==> src/rtl/watch_pkg.sv <==
// -----------------------------------------------------------------------------
// watch_pkg
// Shared definitions for the watch front end and the watch block.
//   - key_state_t       : per-button debounce / long-press state
//   - IN_CLK_HZ_DEFAULT : default system clock rate (simulation scale)
//   - ms_to_cycles      : converts milliseconds to clock cycles, minimum 1
// -----------------------------------------------------------------------------
package watch_pkg;

  // 500 Hz keeps simulations short; the board runs at 50_000_000.
  localparam int IN_CLK_HZ_DEFAULT = 500;

  typedef enum logic [2:0] {
    IDLE      = 3'd0,
    DEB_PRESS = 3'd1,
    HELD      = 3'd2,
    LONG      = 3'd3,
    DEB_REL   = 3'd4
  } key_state_t;

  // 64-bit intermediate: the board clock times a 1000 ms hold overflows 32 bits.
  function automatic int ms_to_cycles(input int hz, input int ms);
    longint cyc;
    cyc = (longint'(hz) * longint'(ms)) / 64'sd1000;
    if (cyc < 64'sd1) begin
      cyc = 64'sd1;
    end else begin
      cyc = cyc;
    end
    return int'(cyc);
  endfunction

endpackage

==> src/rtl/key_channel.sv <==
// -----------------------------------------------------------------------------
// key_channel
// One push-button channel: 2-FF synchroniser, polarity normalisation,
// debounce / long-press FSM and registered event outputs.
// Ports:
//   clk       in  system clock
//   rst_n     in  synchronous active-low reset
//   key_raw   in  raw asynchronous button pin
//   key_first out one-cycle pulse on each accepted press
//   key_long  out level, high while the press has been held LONG_CYC cycles
// -----------------------------------------------------------------------------
module key_channel
  import watch_pkg::*;
#(
  parameter int DEB_CYC    = 10,
  parameter int LONG_CYC   = 500,
  parameter bit ACTIVE_LOW = 1'b1
) (
  input  logic clk,
  input  logic rst_n,
  input  logic key_raw,
  output logic key_first,
  output logic key_long
);

  localparam int MAX_CYC = (DEB_CYC > LONG_CYC) ? DEB_CYC : LONG_CYC;
  localparam int CNT_W   = $clog2(MAX_CYC) + 1;
  localparam logic [CNT_W-1:0] DEB_LAST  = CNT_W'(DEB_CYC - 1);
  localparam logic [CNT_W-1:0] LONG_LAST = CNT_W'(LONG_CYC - 1);
  localparam logic [CNT_W-1:0] CNT_ONE   = CNT_W'(1);
  localparam logic RELEASED_LVL = logic'(ACTIVE_LOW);
  // With a one-cycle debounce the first qualifying sample is already accepted.
  localparam bit DEB_ONE = (DEB_CYC <= 1);

  logic             sync_1_r, sync_2_r;
  logic             pressed_s;
  key_state_t       state_r, state_s;
  logic [CNT_W-1:0] cnt_r, cnt_s;
  logic [CNT_W-1:0] hold_cnt_r, hold_cnt_s;
  logic             was_long_r, was_long_s;
  logic             first_s, long_s;

  // Two-stage synchroniser; reset loads the released pin level.
  always_ff @(posedge clk) begin
    if (!rst_n) begin
      sync_1_r <= RELEASED_LVL;
      sync_2_r <= RELEASED_LVL;
    end else begin
      sync_1_r <= key_raw;
      sync_2_r <= sync_1_r;
    end
  end

  // Normalise to pressed = 1 regardless of pin polarity.
  assign pressed_s = sync_2_r ^ RELEASED_LVL;

  // Next-state, counter and output decode.
  always_comb begin
    state_s    = state_r;
    cnt_s      = cnt_r;
    hold_cnt_s = hold_cnt_r;
    was_long_s = was_long_r;
    first_s    = 1'b0;
    case (state_r)
      IDLE: begin
        if (pressed_s) begin
          if (DEB_ONE) begin
            state_s    = HELD;
            first_s    = 1'b1;
            hold_cnt_s = '0;
          end else begin
            state_s = DEB_PRESS;
            cnt_s   = CNT_ONE;
          end
        end else begin
          state_s = IDLE;
        end
      end
      DEB_PRESS: begin
        if (!pressed_s) begin
          state_s = IDLE;
        end else if (cnt_r == DEB_LAST) begin
          state_s    = HELD;
          first_s    = 1'b1;
          hold_cnt_s = '0;
        end else begin
          cnt_s = cnt_r + CNT_ONE;
        end
      end
      HELD: begin
        // A released sample freezes hold_cnt; it only advances on held samples.
        if (!pressed_s) begin
          state_s    = DEB_ONE ? IDLE : DEB_REL;
          cnt_s      = CNT_ONE;
          was_long_s = 1'b0;
        end else if (hold_cnt_r == LONG_LAST) begin
          state_s = LONG;
        end else begin
          hold_cnt_s = hold_cnt_r + CNT_ONE;
        end
      end
      LONG: begin
        // hold_cnt stays at LONG_LAST here, so it never wraps.
        if (!pressed_s) begin
          state_s    = DEB_ONE ? IDLE : DEB_REL;
          cnt_s      = CNT_ONE;
          was_long_s = 1'b1;
        end else begin
          state_s = LONG;
        end
      end
      DEB_REL: begin
        if (pressed_s) begin
          state_s = was_long_r ? LONG : HELD;
        end else if (cnt_r == DEB_LAST) begin
          state_s = IDLE;
        end else begin
          cnt_s = cnt_r + CNT_ONE;
        end
      end
      default: begin
        state_s    = IDLE;
        cnt_s      = '0;
        hold_cnt_s = '0;
        was_long_s = 1'b0;
      end
    endcase
    long_s = (state_s == LONG) || ((state_s == DEB_REL) && was_long_s);
  end

  // State, counters and registered outputs.
  always_ff @(posedge clk) begin
    if (!rst_n) begin
      state_r    <= IDLE;
      cnt_r      <= '0;
      hold_cnt_r <= '0;
      was_long_r <= 1'b0;
      key_first  <= 1'b0;
      key_long   <= 1'b0;
    end else begin
      state_r    <= state_s;
      cnt_r      <= cnt_s;
      hold_cnt_r <= hold_cnt_s;
      was_long_r <= was_long_s;
      key_first  <= first_s;
      key_long   <= long_s;
    end
  end

endmodule

==> src/rtl/key_press_detector.sv <==
// -----------------------------------------------------------------------------
// key_press_detector
// Two independent debounced push-button channels feeding the watch FSM.
// Ports:
//   clk          in  system clock
//   rst_n        in  synchronous active-low reset
//   key_raw_1/2  in  raw asynchronous button pins
//   key_first_1/2 out one-cycle pulse per accepted press
//   key_long_1/2  out level, high while a press is held past LONG_CYC cycles
// -----------------------------------------------------------------------------
module key_press_detector
  import watch_pkg::*;
#(
  parameter int IN_CLK_HZ   = IN_CLK_HZ_DEFAULT,
  parameter int DEBOUNCE_MS = 20,
  parameter int LONG_MS     = 1000,
  parameter bit ACTIVE_LOW  = 1'b1
) (
  input  logic clk,
  input  logic rst_n,
  input  logic key_raw_1,
  input  logic key_raw_2,
  output logic key_first_1,
  output logic key_first_2,
  output logic key_long_1,
  output logic key_long_2
);

  localparam int DEB_CYC  = ms_to_cycles(IN_CLK_HZ, DEBOUNCE_MS);
  localparam int LONG_CYC = ms_to_cycles(IN_CLK_HZ, LONG_MS);

  key_channel #(
    .DEB_CYC    (DEB_CYC),
    .LONG_CYC   (LONG_CYC),
    .ACTIVE_LOW (ACTIVE_LOW)
  ) u_key_1 (
    .clk       (clk),
    .rst_n     (rst_n),
    .key_raw   (key_raw_1),
    .key_first (key_first_1),
    .key_long  (key_long_1)
  );

  key_channel #(
    .DEB_CYC    (DEB_CYC),
    .LONG_CYC   (LONG_CYC),
    .ACTIVE_LOW (ACTIVE_LOW)
  ) u_key_2 (
    .clk       (clk),
    .rst_n     (rst_n),
    .key_raw   (key_raw_2),
    .key_first (key_first_2),
    .key_long  (key_long_2)
  );

endmodule

==> config.mk <==
export PLATFORM = sky130hd
export DESIGN_NAME = key_press_detector
export DESIGN_NICKNAME = d
export VERILOG_FILES = /design/src/rtl/watch_pkg.sv /design/src/rtl/key_channel.sv /design/src/rtl/key_press_detector.sv
export SDC_FILE = /design/constraint.sdc
export NUM_CORES = 1
export LEC_CHECK = 0
export CAP_MARGIN = 20
export CORE_UTILIZATION = 61
export DETAILED_ROUTE_END_ITERATION = 8
export PLACE_DENSITY = 0.79
export SLEW_MARGIN = 20
export SYNTH_ARGS = -nofsm -noshare
export SYNTH_HDL_FRONTEND = slang
export SYNTH_SLANG_ARGS = --single-unit
==> constraint.sdc <==
create_clock -name clk -period 2.79 [get_ports clk]
set_input_delay 0.558 -clock clk [delete_from_list [all_inputs] [get_ports clk]]
set_output_delay 0.558 -clock clk [all_outputs]
set_load 0.03 [all_outputs]
* Word level (Yosys, flattened, before mapping) *
Index checks and enable logic that the tools add are counted.

storage, ports and cells
  memory bits (writable) = 0
  bits in registers = 56
  latch bits = 0
  memory bits (read-only) = 0
  memories kept = 0
  bits of input ports = 4
  logic and storage cells = 123

operators by class
  multiplexer cells = 50
  divide/modulo/power cells = 0
  shifts and indexed selects = 0
  bitwise operators = 5
  equality and inequality tests = 30
  magnitude comparators = 0
  reductions and logical operators = 18
  add/sub/neg operators = 4
  multipliers = 0

operators with widths
  kind                     number
  $mux W10                 18
  $pmux W10 S4             2
  $pmux W10 S3             2
  $mux W3                  14
  $add A10 B1 Y10 const B  4
  $pmux W3 S5              2
  $eq A10 B4 Y1 const B    2
  $eq A10 B9 Y1 const B    2
  $eq A3 B2 Y1 const B     6
  $reduce_or A3 Y1         6
  $ne A2 B2 Y1 const B     8
  $eq A3 B3 Y1 const B     4
  $ne A2 B1 Y1 const B     6
  $mux W1                  10
  $reduce_and A5 Y1        2
  $reduce_and A4 Y1        2
  $eq A3 B1 Y1 const B     2
  $logic_not A3 Y1         2
  $pmux W1 S3              2
  $not A1 Y1               5
  $reduce_or A2 Y1         2
  $logic_and A1 B1 Y1      2
  $logic_or A1 B1 Y1       2

* Logic depth before layout (Yosys ltp) *
Gate-level depths: netlist (run 1).

  depth in word-level cells = 7
  mapped depth = 9

* By module *
Synthesis (run 1) repeated with hierarchy kept, for this count alone.

second synthesis, totals
  cells, all modules = 361
  area total of the unflattened synthesis = 3034.2 µm²

by module, submodules not included
  module                  seq. area each (µm²)  instances  area an instance (µm²)  cells an instance
  key_channel at u_key_2  560.5                 1          1551.5                  186
  key_channel at u_key_1  560.5                 1          1482.7                  175

* Least setup slack after synthesis (run 1) *
Ideal clock, no wire load.

  path type = register to register
  start = register u_key_2.cnt_r[0]
  end = register u_key_2.hold_cnt_r[7]
  stages on the path, launching flop included = 8
  setup slack = 0.739 ns
  clock period less this slack = 2.051 ns
  buffers on the path = 1
  data required time = 2.718 ns
  arrival time = 1.979 ns
  cells stage by stage = dfxtp_1 -> ha_1 -> or4b_4 -> o31ai_4 -> a21oi_2 -> clkbuf_8 -> nor4_2 -> mux2i_1

between the ends
  cells in the longest elaborated chain, start to end = 3

ends and longest elaborated chain
  item                         line                source
  start: declaration           key_channel.sv:38   logic [CNT_W-1:0] cnt_r, cnt_s;
  start signal: assignment     key_channel.sv:142  cnt_r <= cnt_s;
  $eq A10 B4 Y1                key_channel.sv:82   end else if (cnt_r == DEB_LAST) begin
  $ne A2 B1 Y1 (no line)       -
  $reduce_and A5 Y1 (no line)  -
  end signal: assignment       key_channel.sv:143  hold_cnt_r <= hold_cnt_s;
  end: declaration             key_channel.sv:39   logic [CNT_W-1:0] hold_cnt_r, hold_cnt_s;

Every way passes these cells.
A chain may end at the register's enable or synchronous reset.

* Final worst setup path (run 1) *
  start = register u_key_2.cnt_r[0]
  end = register u_key_2.hold_cnt_r[3]

Same word-level chain as after synthesis.

==> qor.yml, run 1 <==
routing:
  wl_um: 6230
  via_per_inst: 6.12
  wire_per_inst_um: 13.8
  first_pass_iters: 5
  drc: 0
  vias: 2766
  ant_nets: 0
  drt_iter0_drc: 213
power_and_ir_drop:
  p_sw_w: 0.000319
  p_sw_share_pct: 23.6
  internal_power_w: 0.00103
  pwr-share-clk_pct: 34.4
  pwr-share-comb_pct: 5.3
  p_per_area_nw_per_um2: 412
  peakVddDrop_mv: 0.316
  cellLeakagePower_nw: 1.07
  seqPwrFrac_pct: 60.3
yosys:
  synthesis.area_um2: 3110
  syn_nets: 391
  synth_cells: 381
  ys_ff_latch: 56
  syn_avg_cell_area_um2: 8.15
  yosys_most_used_dff: "dfxtp_1"
  synth.top_cell.area_share_pct: 36.1
  yosysTopAreaCell: "dfxtp_1"
  synth_warnings: 0
  yosys-top-cells-area: "dfxtp_1, nand2_1, a21oi_1, nor2_1, o21ai_0"
  synthTopCellsByCount: "dfxtp_1, nand2_1, a21oi_1"
  synth.most_common_cell: "dfxtp_1"
  synth-edff-count: 0
  async_flop_share_pct: 0
  ys_seq_area_share_pct: 36.1
  ys_types: 60
timing:
  drv_slew: 0
  rsz0062_at_grt: "false"
  worstMarginPinSlew_ps: 725
  finalSetupViolations: 0
  timing.final.hold_violations: 0
  slew_headroom_pct: 51.6
  finalClockSkew_ps: 6.87
  fmax_mhz: 434
  tns_ps: 0
  finalCriticalPeriod_ps: 2310
  timing.final.crit_share_pct: 82.6
  worst_hold_slack_ps: 417
  setup_slack_ps: 485
worst_setup_path:
  worstPathRequired_ps: 3040
  cp-end-kind: "register"
  critical_path_class: "register to register"
  arrival_ps: 2550
  cp_max_fo: 15
  critPathLaunchType: "register"
cells_and_area:
  nFillCells: 436
  regArea_um2: 1120
  design_area_um2: 3280
  layout-drive-gt1-share_pct: 7.53
  antenna_cells: 0
  multi_input_comb_area_um2: 1800
  final_nets: 394
  syn_to_final_growth_pct: 5.72
clock_tree:
  clkLatencyLatePin_ps: 310
  clk_pin_slew_ps: 100
  cts_tree: "built"
  post_cts_buffers: 0
  h-tree-depth: 2
  cts_resized: 0
  cts-root-buf: "clkbuf_8"
  cts_buffers: 5
  cts.path.max_buffers: 2
  cts_hold_repair.buffers: 0
  clkSinkCount: 56
floorplan:
  die_h_um: 73.4
  core-area_um2: 4820
  ios: 8
  start_util_pct: 64.5
  die_area_um2: 5380
  num_rows: 25
  die_x_um: 73.4
global_route:
  grt_start_max_net_pins: 25
  grt_first_pass_wirelength_um: 10600
  antenna_found_initial: 0
  overflow: 0
  groute.usage.overall_pct: 25.1
  grt_pass1_vias: 2411
placement:
  dpl.hpwl_um: 4340
  portBuffers: 7
  dp_slack_ps: 486
  dpl_cell_area_um2: 3190
  gp_congestion: 0.840
job:
  drv_cap: 0
min_path:
  holdCritPathClass: "register to register"
outcome:
  status: "completed"
[flip-flops by register name (all words and copies together), names as in the netlist, 3 cells and up]
name,cells
u_key_1.cnt_r,10
u_key_1.hold_cnt_r,10
u_key_2.cnt_r,10
u_key_1.state_r,3
u_key_2.state_r,3
u_key_2.hold_cnt_r,10
[through the flow]
| step | util [%] | cells | power [W] |
|---|---|---|---|
| 3_5_place_dp | 66.2 | 444 | 0.000905 |
| 6_report | 68.2 | 452 | 0.00135 |
| 3_3_place_gp | 66.2 | 444 | 0.000903 |
| 5_1_grt | 68.2 | 452 | 0.00140 |
| 2_1_floorplan | - | 381 | 0.000882 |
| 4_1_cts | 68.2 | 452 | 0.00136 |
[routing by layer]
layer	up-vias	global-route usage [%]	wire length, um
li1	1408	-	-
met1	1267	32.3	2970
met2	81	41.4	2890
met3	10	4.94	266
met4	0	10.3	106
met5	-	0	0
[area by class of cell]
type | instances | area share, %
well taps | 67 | 2.55
flip-flops and latches | 56 | 34.1
multi-input cells | 291 | 54.8
inverters | 15 | 1.71
repair buffers | 15 | 3.96
clock buffers | 6 | 2.52
clock inverters | 2 | 0.305
[kinds of logic after synthesis]
logic type	after synthesis	share of synthesized area [%]
compound gates	99	21.4
xor+xnor	9	2.54
fa+ha+maj	6	2.42
buf+inv	34	5.96
flops	56	36.1
mux	5	1.65
simple gates	172	29.9
[final timing paths]
| kind | start | end | cells after the start | slack [ps] |
|---|---|---|---|---|
| worst max-delay path | u_key_2.cnt_r[0]$_SDFFE_PN0P_ | u_key_2.hold_cnt_r[3]$_SDFFE_PN0P_ | 6 | 480 |
| worst min-delay path | u_key_2.sync_1_r$_SDFF_PN1_ | u_key_2.sync_2_r$_SDFF_PN1_ | 1 | 420 |
| worst max register to register | u_key_2.cnt_r[0]$_SDFFE_PN0P_ | u_key_2.hold_cnt_r[3]$_SDFFE_PN0P_ | 6 | 480 |
| worst min register to register | u_key_2.sync_1_r$_SDFF_PN1_ | u_key_2.sync_2_r$_SDFF_PN1_ | 1 | 420 |
[power by group through the flow]
stage	combinational [W]	clock (W)	sequential, W
after floorplan	0.0000527	0	0.000830
after global placement	0.0000694	0	0.000833
after detailed placement	0.0000714	0	0.000834
after CTS	0.0000719	0.000478	0.000815
after global routing	0.0000790	0.000506	0.000817
final	0.0000714	0.000466	0.000816
[placed cells by master (no fill, tap or decap), types with 9 or more instances in the layout]
master    netlist  layout
nand2_1        44      44
a21oi_1        30      30
nor2_1         28      28
or3_1          12      12
o31ai_1         9       9
inv_1          14      14
nand2b_1       12      12
nand4_1        11      11
o21ai_0        20      20
or4_1          11      11
nand3_1        14      14
dfxtp_1        56      56
[critical path, cell delays in order, from the launching register on]
cell and delay (ps):
dfxtp_1 440, ha_1 190, or4b_4 490, o31ai_4 230, a21oi_2 190, or4_1 550, a21boi_1 150
(Power assumes the default switching activity.)
==> run 2, diff against run 1 <==
--- a/config.mk
+++ b/config.mk
@@ -6,9 +6,9 @@
 export NUM_CORES = 1
 export LEC_CHECK = 0
 export CAP_MARGIN = 20
-export CORE_UTILIZATION = 61
+export CORE_UTILIZATION = 56
 export DETAILED_ROUTE_END_ITERATION = 8
-export PLACE_DENSITY = 0.79
+export PLACE_DENSITY = 0.76
 export SLEW_MARGIN = 20
 export SYNTH_ARGS = -nofsm -noshare
 export SYNTH_HDL_FRONTEND = slang
==> constraint.sdc (replaced) <==
create_clock -name clk -period 1.92 [get_ports clk]
set_input_delay 0.384 -clock clk [delete_from_list [all_inputs] [get_ports clk]]
set_output_delay 0.384 -clock clk [all_outputs]
set_load 0.03 [all_outputs]
==> run 2 against run 1 <==
Compared with the run above:
- the run now ends with negative setup slack left
- register-to-register slack worse by 620 ps
- hold slack worse by 4.1 ps
- total power up 48%
- setup slack worse by 620 ps
- combinational power is 120% higher
- critical endpoint is now u_key_1.hold_cnt_r[6]$_SDFFE_PN0P_
- largest power group unchanged
==> qor.yml, run 2 (synthesized netlist as in run 1, its figures left out) <==
worst_setup_path:
  endpoint: "u_key_1.hold_cnt_r[6]$_SDFFE_PN0P_"
  reg2reg_depth: 7
  critical_path_class: "register to register"
  arrival_ps: 2260
  rr_startpoint: "u_key_1.hold_cnt_r[0]$_SDFFE_PN0P_"
  reg2reg_to: "u_key_1.hold_cnt_r[6]$_SDFFE_PN0P_"
  critPathLaunchType: "register"
  cp-end-kind: "register"
  regToRegSetupSlack_ps: -130
  crit_start: "u_key_1.hold_cnt_r[0]$_SDFFE_PN0P_"
  cp_max_fo: 5
  worstPathRequired_ps: 2130
clock_tree:
  cts-root-buf: "clkbuf_8"
  cts.path.max_buffers: 2
  h-tree-depth: 2
  cts_buffers: 5
  clk_pin_slew_ps: 100
  cts_hold_repair.buffers: 0
  clkLatencyLatePin_ps: 310
  cts_tree: "built"
  clkSinkCount: 56
global_route:
  grt_start_max_net_pins: 16
  groute.usage.overall_pct: 27.2
  grt_pass1_vias: 2871
  grt_first_pass_wirelength_um: 13000
  met1_usage_pct: 35.7
  grt.busiest_layer: "met2"
  antenna_found_initial: 0
  overflow: 0
  gr-usage-met2_pct: 45.1
  met3_usage_pct: 4.43
timing:
  rsz0062_at_grt: "true"
  drv_slew: 0
  worstMarginPinSlew_ps: 721
  fmax_mhz: 487
  timing.final.crit_share_pct: 107
  tns_ps: -923
  setup_slack_ps: -131
  finalClockSkew_ps: 6.86
  timing.final.hold_violations: 0
  slew_headroom_pct: 51.8
  finalCriticalPeriod_ps: 2050
  finalSetupViolations: 16
floorplan:
  start_util_pct: 59.3
  die_h_um: 76.5
  die_area_um2: 5850
  ios: 8
  die_x_um: 76.5
  num_rows: 26
  core-area_um2: 5240
power_and_ir_drop:
  internal_power_w: 0.00154
  seqPwrFrac_pct: 58.9
  pwr-share-clk_pct: 33.4
  p_sw_w: 0.000467
  peakVddDrop_mv: 0.384
  p_sw_share_pct: 23.3
  cellLeakagePower_nw: 1.51
  p_per_area_nw_per_um2: 489
  pwr-share-comb_pct: 7.7
placement:
  gp_congestion: 0.953
  portBuffers: 7
  dpl_cell_area_um2: 3650
  dp_cells: 501
  dpl.hpwl_um: 5070
  dp_slack_ps: -190
routing:
  wire_per_inst_um: 15.6
  drt_iter0_drc: 182
  vias: 3141
  via_per_inst: 6.03
  drc: 0
  wl_um: 8110
  ant_nets: 0
  first_pass_iters: 5
cells_and_area:
  nFillCells: 359
  stdcell_count: 521
  layout_common_cells: "buf_4, dfxtp_1, nand2_1"
  final_util_pct: 78.3
  syn_to_final_growth_pct: 32.0
  antenna_cells: 0
  final_common_cell: "buf_4"
  final_nets: 460
  layout-drive-gt1-share_pct: 30.2
  design_area_um2: 4100
min_path:
  holdCritPathClass: "register to register"
outcome:
  violations: "negative setup slack"
  status: "complete, but fails checks"
job:
  drv_cap: 0
==> run 2: cell types whose count changed in the layout (fill, tap and decap cells not counted), moves of 4 or more <==
cell,change
or4_1,-4
o21ai_1,+5
o31ai_1,-4
dfxtp_2,+7
o21ai_0,-6
buf_6,+7
buf_4,+58
dfxtp_1,-7
or4_4,+4
o31ai_2,+4
==> run 2: worst min path at each step <==
stage,from,endpoint,depth (start not counted),slack [ps]
after global routing,u_key_1.sync_1_r$_SDFF_PN1_,u_key_1.sync_2_r$_SDFF_PN1_,1,430
after detailed placement,u_key_1.sync_1_r$_SDFF_PN1_,u_key_1.sync_2_r$_SDFF_PN1_,1,390
final,u_key_1.sync_1_r$_SDFF_PN1_,u_key_1.sync_2_r$_SDFF_PN1_,1,410
after CTS,u_key_1.sync_1_r$_SDFF_PN1_,u_key_1.sync_2_r$_SDFF_PN1_,1,410
after global placement,u_key_1.sync_1_r$_SDFF_PN1_,u_key_1.sync_2_r$_SDFF_PN1_,1,390
after floorplan,u_key_1.sync_1_r$_SDFF_PN1_,u_key_1.sync_2_r$_SDFF_PN1_,1,390
==> run 2: critical path, cell delays in order, from the launching register on <==
cell	delay, ps
dfxtp_2	370
ha_4	130
or4b_4	480
o41ai_4	310
buf_6	200
a2111oi_4	50
buf_4	190
a41o_1	210
==> run 2: power by group through the flow <==
stage                     Combinational (W)  Clock, W  Sequential (W)
after floorplan                   0.0000784         0         0.00121
after global placement             0.000135         0         0.00121
after detailed placement           0.000137         0         0.00121
after CTS                          0.000145  0.000688         0.00118
after global routing               0.000171  0.000735         0.00118
final                              0.000155  0.000669         0.00118
==> run 2: layer usage <==
| metal | routed length, um | vias up |
|---|---|---|
| met3 | 300 | 15 |
| li1 | - | 1544 |
| met2 | 3990 | 82 |
| met5 | 0 | - |
| met1 | 3700 | 1500 |
| met4 | 117 | 0 |
==> run 2: timing repair <==
item / 4_1_cts / 5_1_grt
gates cloned: 0 / 1
pin swaps: 16 / 15
setup buffers: 9 / 2
gates resized for setup: 28 / 34
setup endpoints to repair: 22 / 30
==> run 2: final cells by class <==
class	instances	area (um^2)	share of cell area, %
Inverter	15	56.3	1.37
Clock buffer	8	90.1	2.20
Sequential cell	56	1130	27.6
Tap cell	70	87.6	2.14
Multi-Input combinational cell	292	2090	51.0
Timing Repair Buffer	80	644	15.7
==> run 2: per-stage QoR <==
step                hold slack [ps]  total power, W
CTS                             415         0.00201
global placement                387         0.00134
floorplan                       386         0.00128
detailed placement              391         0.00134
global route                    434         0.00209
finish                          413         0.00200
==> run 3, diff against run 2 <==
--- a/config.mk
+++ b/config.mk
@@ -6,9 +6,10 @@
 export NUM_CORES = 1
 export LEC_CHECK = 0
 export CAP_MARGIN = 20
-export CORE_UTILIZATION = 56
+export CORE_UTILIZATION = 50
 export DETAILED_ROUTE_END_ITERATION = 8
-export PLACE_DENSITY = 0.76
+export GPL_TIMING_DRIVEN = 1
+export PLACE_DENSITY = 0.69
 export SLEW_MARGIN = 20
 export SYNTH_ARGS = -nofsm -noshare
 export SYNTH_HDL_FRONTEND = slang
==> run 3 against run 2 <==
Compared with the run above:
- the run still ends with negative setup slack left
- wire length is 2.7% lower
- design area is 1.2% higher
- critical endpoint is now u_key_1.hold_cnt_r[0]$_SDFFE_PN0P_
- first-iteration DRC count is 15% higher
- clock-buffer cell count is 3 lower
- total power is 6.1% higher
- sequential share of layout area is 0.21 points lower
==> qor.yml, run 3 (synthesized netlist as in run 1, its figures left out) <==
min_path:
  holdCritPathClass: "register to register"
  worstHoldStart: "u_key_1.sync_1_r$_SDFF_PN1_"
floorplan:
  num_rows: 28
  start_util_pct: 52.1
  die_x_um: 80.8
  die_area_um2: 6530
  ios: 8
  core-area_um2: 5960
  die_h_um: 80.8
cells_and_area:
  final_common_cell: "buf_4"
  final_nets: 466
  design_area_um2: 4150
  antenna_cells: 0
  layout-drive-gt1-share_pct: 31.5
  syn_to_final_growth_pct: 33.6
  layout_common_cells: "buf_4, dfxtp_1, nand2_1"
worst_setup_path:
  worstPathRequired_ps: 2180
  critPathLaunchType: "register"
  crit_chain: "inv_2, ha_4, nor4b_4, nand4_1, buf_6, a211o_4, or4_4, a21oi_2"
  arrival_ps: 2290
  rr_startpoint: "u_key_1.cnt_r[1]$_SDFFE_PN0P_"
  crit_family: "simple AND/OR/NAND/NOR gates"
  critical_path_class: "register to register"
  cp_max_fo: 5
  critPathMaxStageDelay_ps: 420
  crit_start: "u_key_1.cnt_r[1]$_SDFFE_PN0P_"
  crit_slowest_cell: "or4_4"
  crit_buf_inv: 2
  cp-end-kind: "register"
outcome:
  violations: "negative setup slack"
  status: "complete, but fails checks"
global_route:
  grt_pass1_vias: 2735
  groute.usage.overall_pct: 24.4
  met3_usage_pct: 3.37
  antenna_found_initial: 0
  overflow: 0
  met1_usage_pct: 33.2
  grt.busiest_layer: "met2"
  gr-usage-met2_pct: 40.2
  grt_first_pass_wirelength_um: 12500
  grt_start_max_net_pins: 18
timing:
  rsz0062_at_grt: "true"
  fmax_mhz: 493
  setup_slack_ps: -107
  finalSetupViolations: 23
  worstMarginPinSlew_ps: 619
  drv_slew: 0
  timing.final.hold_violations: 0
  finalClockSkew_ps: 12.2
  timing.final.crit_share_pct: 106
  slew_headroom_pct: 58.6
  finalCriticalPeriod_ps: 2030
  worst_hold_slack_ps: 409
placement:
  portBuffers: 7
  dpl_cell_area_um2: 3640
  dp_slack_ps: -183
  gp_congestion: 0.853
  dpl.hpwl_um: 5080
routing:
  drc: 0
  wl_um: 7890
  vias: 3134
  ant_nets: 0
  wire_per_inst_um: 14.8
  drt_iter0_drc: 210
  first_pass_iters: 5
  via_per_inst: 5.89
power_and_ir_drop:
  cellLeakagePower_nw: 1.52
  peakVddDrop_mv: 0.331
  p_per_area_nw_per_um2: 513
clock_tree:
  cts_buffers: 5
  clk_pin_slew_ps: 110
  cts-root-buf: "clkbuf_8"
  h-tree-depth: 2
  clkSinkCount: 56
  clkLatencyLatePin_ps: 310
  cts_tree: "built"
  cts.path.max_buffers: 2
job:
  drv_cap: 0
==> run 3: cell count changes in the layout (fill, tap and decap cells not counted), sizes merged <==
cell	before	now
a21oi	31	32
clkinvlp	0	1
clkbuf	8	5
bufinv	0	1
clkinv	1	2
buf	73	78
==> run 3: per-stage QoR <==
stage / util [%] / total power, W / setup TNS (ps) / cells
finish: 69.7 / 0.00213 / -1140 / 532
global route: 69.7 / 0.00220 / -3290 / 532
CTS: 66.8 / 0.00213 / -980 / 529
detailed placement: 61.2 / 0.00134 / -768 / 504
global placement: 61.2 / 0.00134 / -211 / 504
floorplan: - / 0.00128 / -79.9 / 381
==> run 3: worst paths after layout <==
path	to	slack, ps	cells past startpoint
setup / recovery	u_key_1.hold_cnt_r[0]$_SDFFE_PN0P_	-110	8
hold / removal	u_key_1.sync_2_r$_SDFF_PN1_	410	1
setup reg to reg	u_key_1.hold_cnt_r[0]$_SDFFE_PN0P_	-110	8
hold reg to reg	u_key_1.sync_2_r$_SDFF_PN1_	410	1
==> run 3: cell type report <==
| cell class | instances | area (um^2) |
|---|---|---|
| Multi-Input combinational cell | 293 | 2070 |
| Fill cell | 472 | 1810 |
| Sequential cell | 56 | 1130 |
| Timing Repair Buffer | 85 | 686 |
| Tap cell | 75 | 93.8 |
| Clock buffer | 5 | 68.8 |
| Inverter | 15 | 56.3 |
| Clock inverter | 3 | 42.5 |
==> run 3: timing repair <==
| action | in CTS | in global routing |
|---|---|---|
| hold buffers | 0 | 0 |
| gates cloned | 3 | 0 |
| pin swaps | 23 | 26 |
| gates resized for setup | 27 | 37 |
| buffers inserted | 14 | 4 |
| endpoints found under the hold margin | 0 | 0 |
| setup endpoints to repair | 20 | 33 |
==> run 3: layer usage <==
layer / wire length [um] / share of wire, %
met5: 0 / 0
met4: 40 / 0.51
met3: 307 / 3.9
met2: 3910 / 50
met1: 3630 / 46
==> run 3: power breakdown <==
| part | switching [W] | internal [W] |
|---|---|---|
| sequential | 0.0000117 | 0.00117 |
| combinational | 0.0000841 | 0.0000772 |
| clock | 0.000398 | 0.000387 |
| total | 0.000494 | 0.00163 |
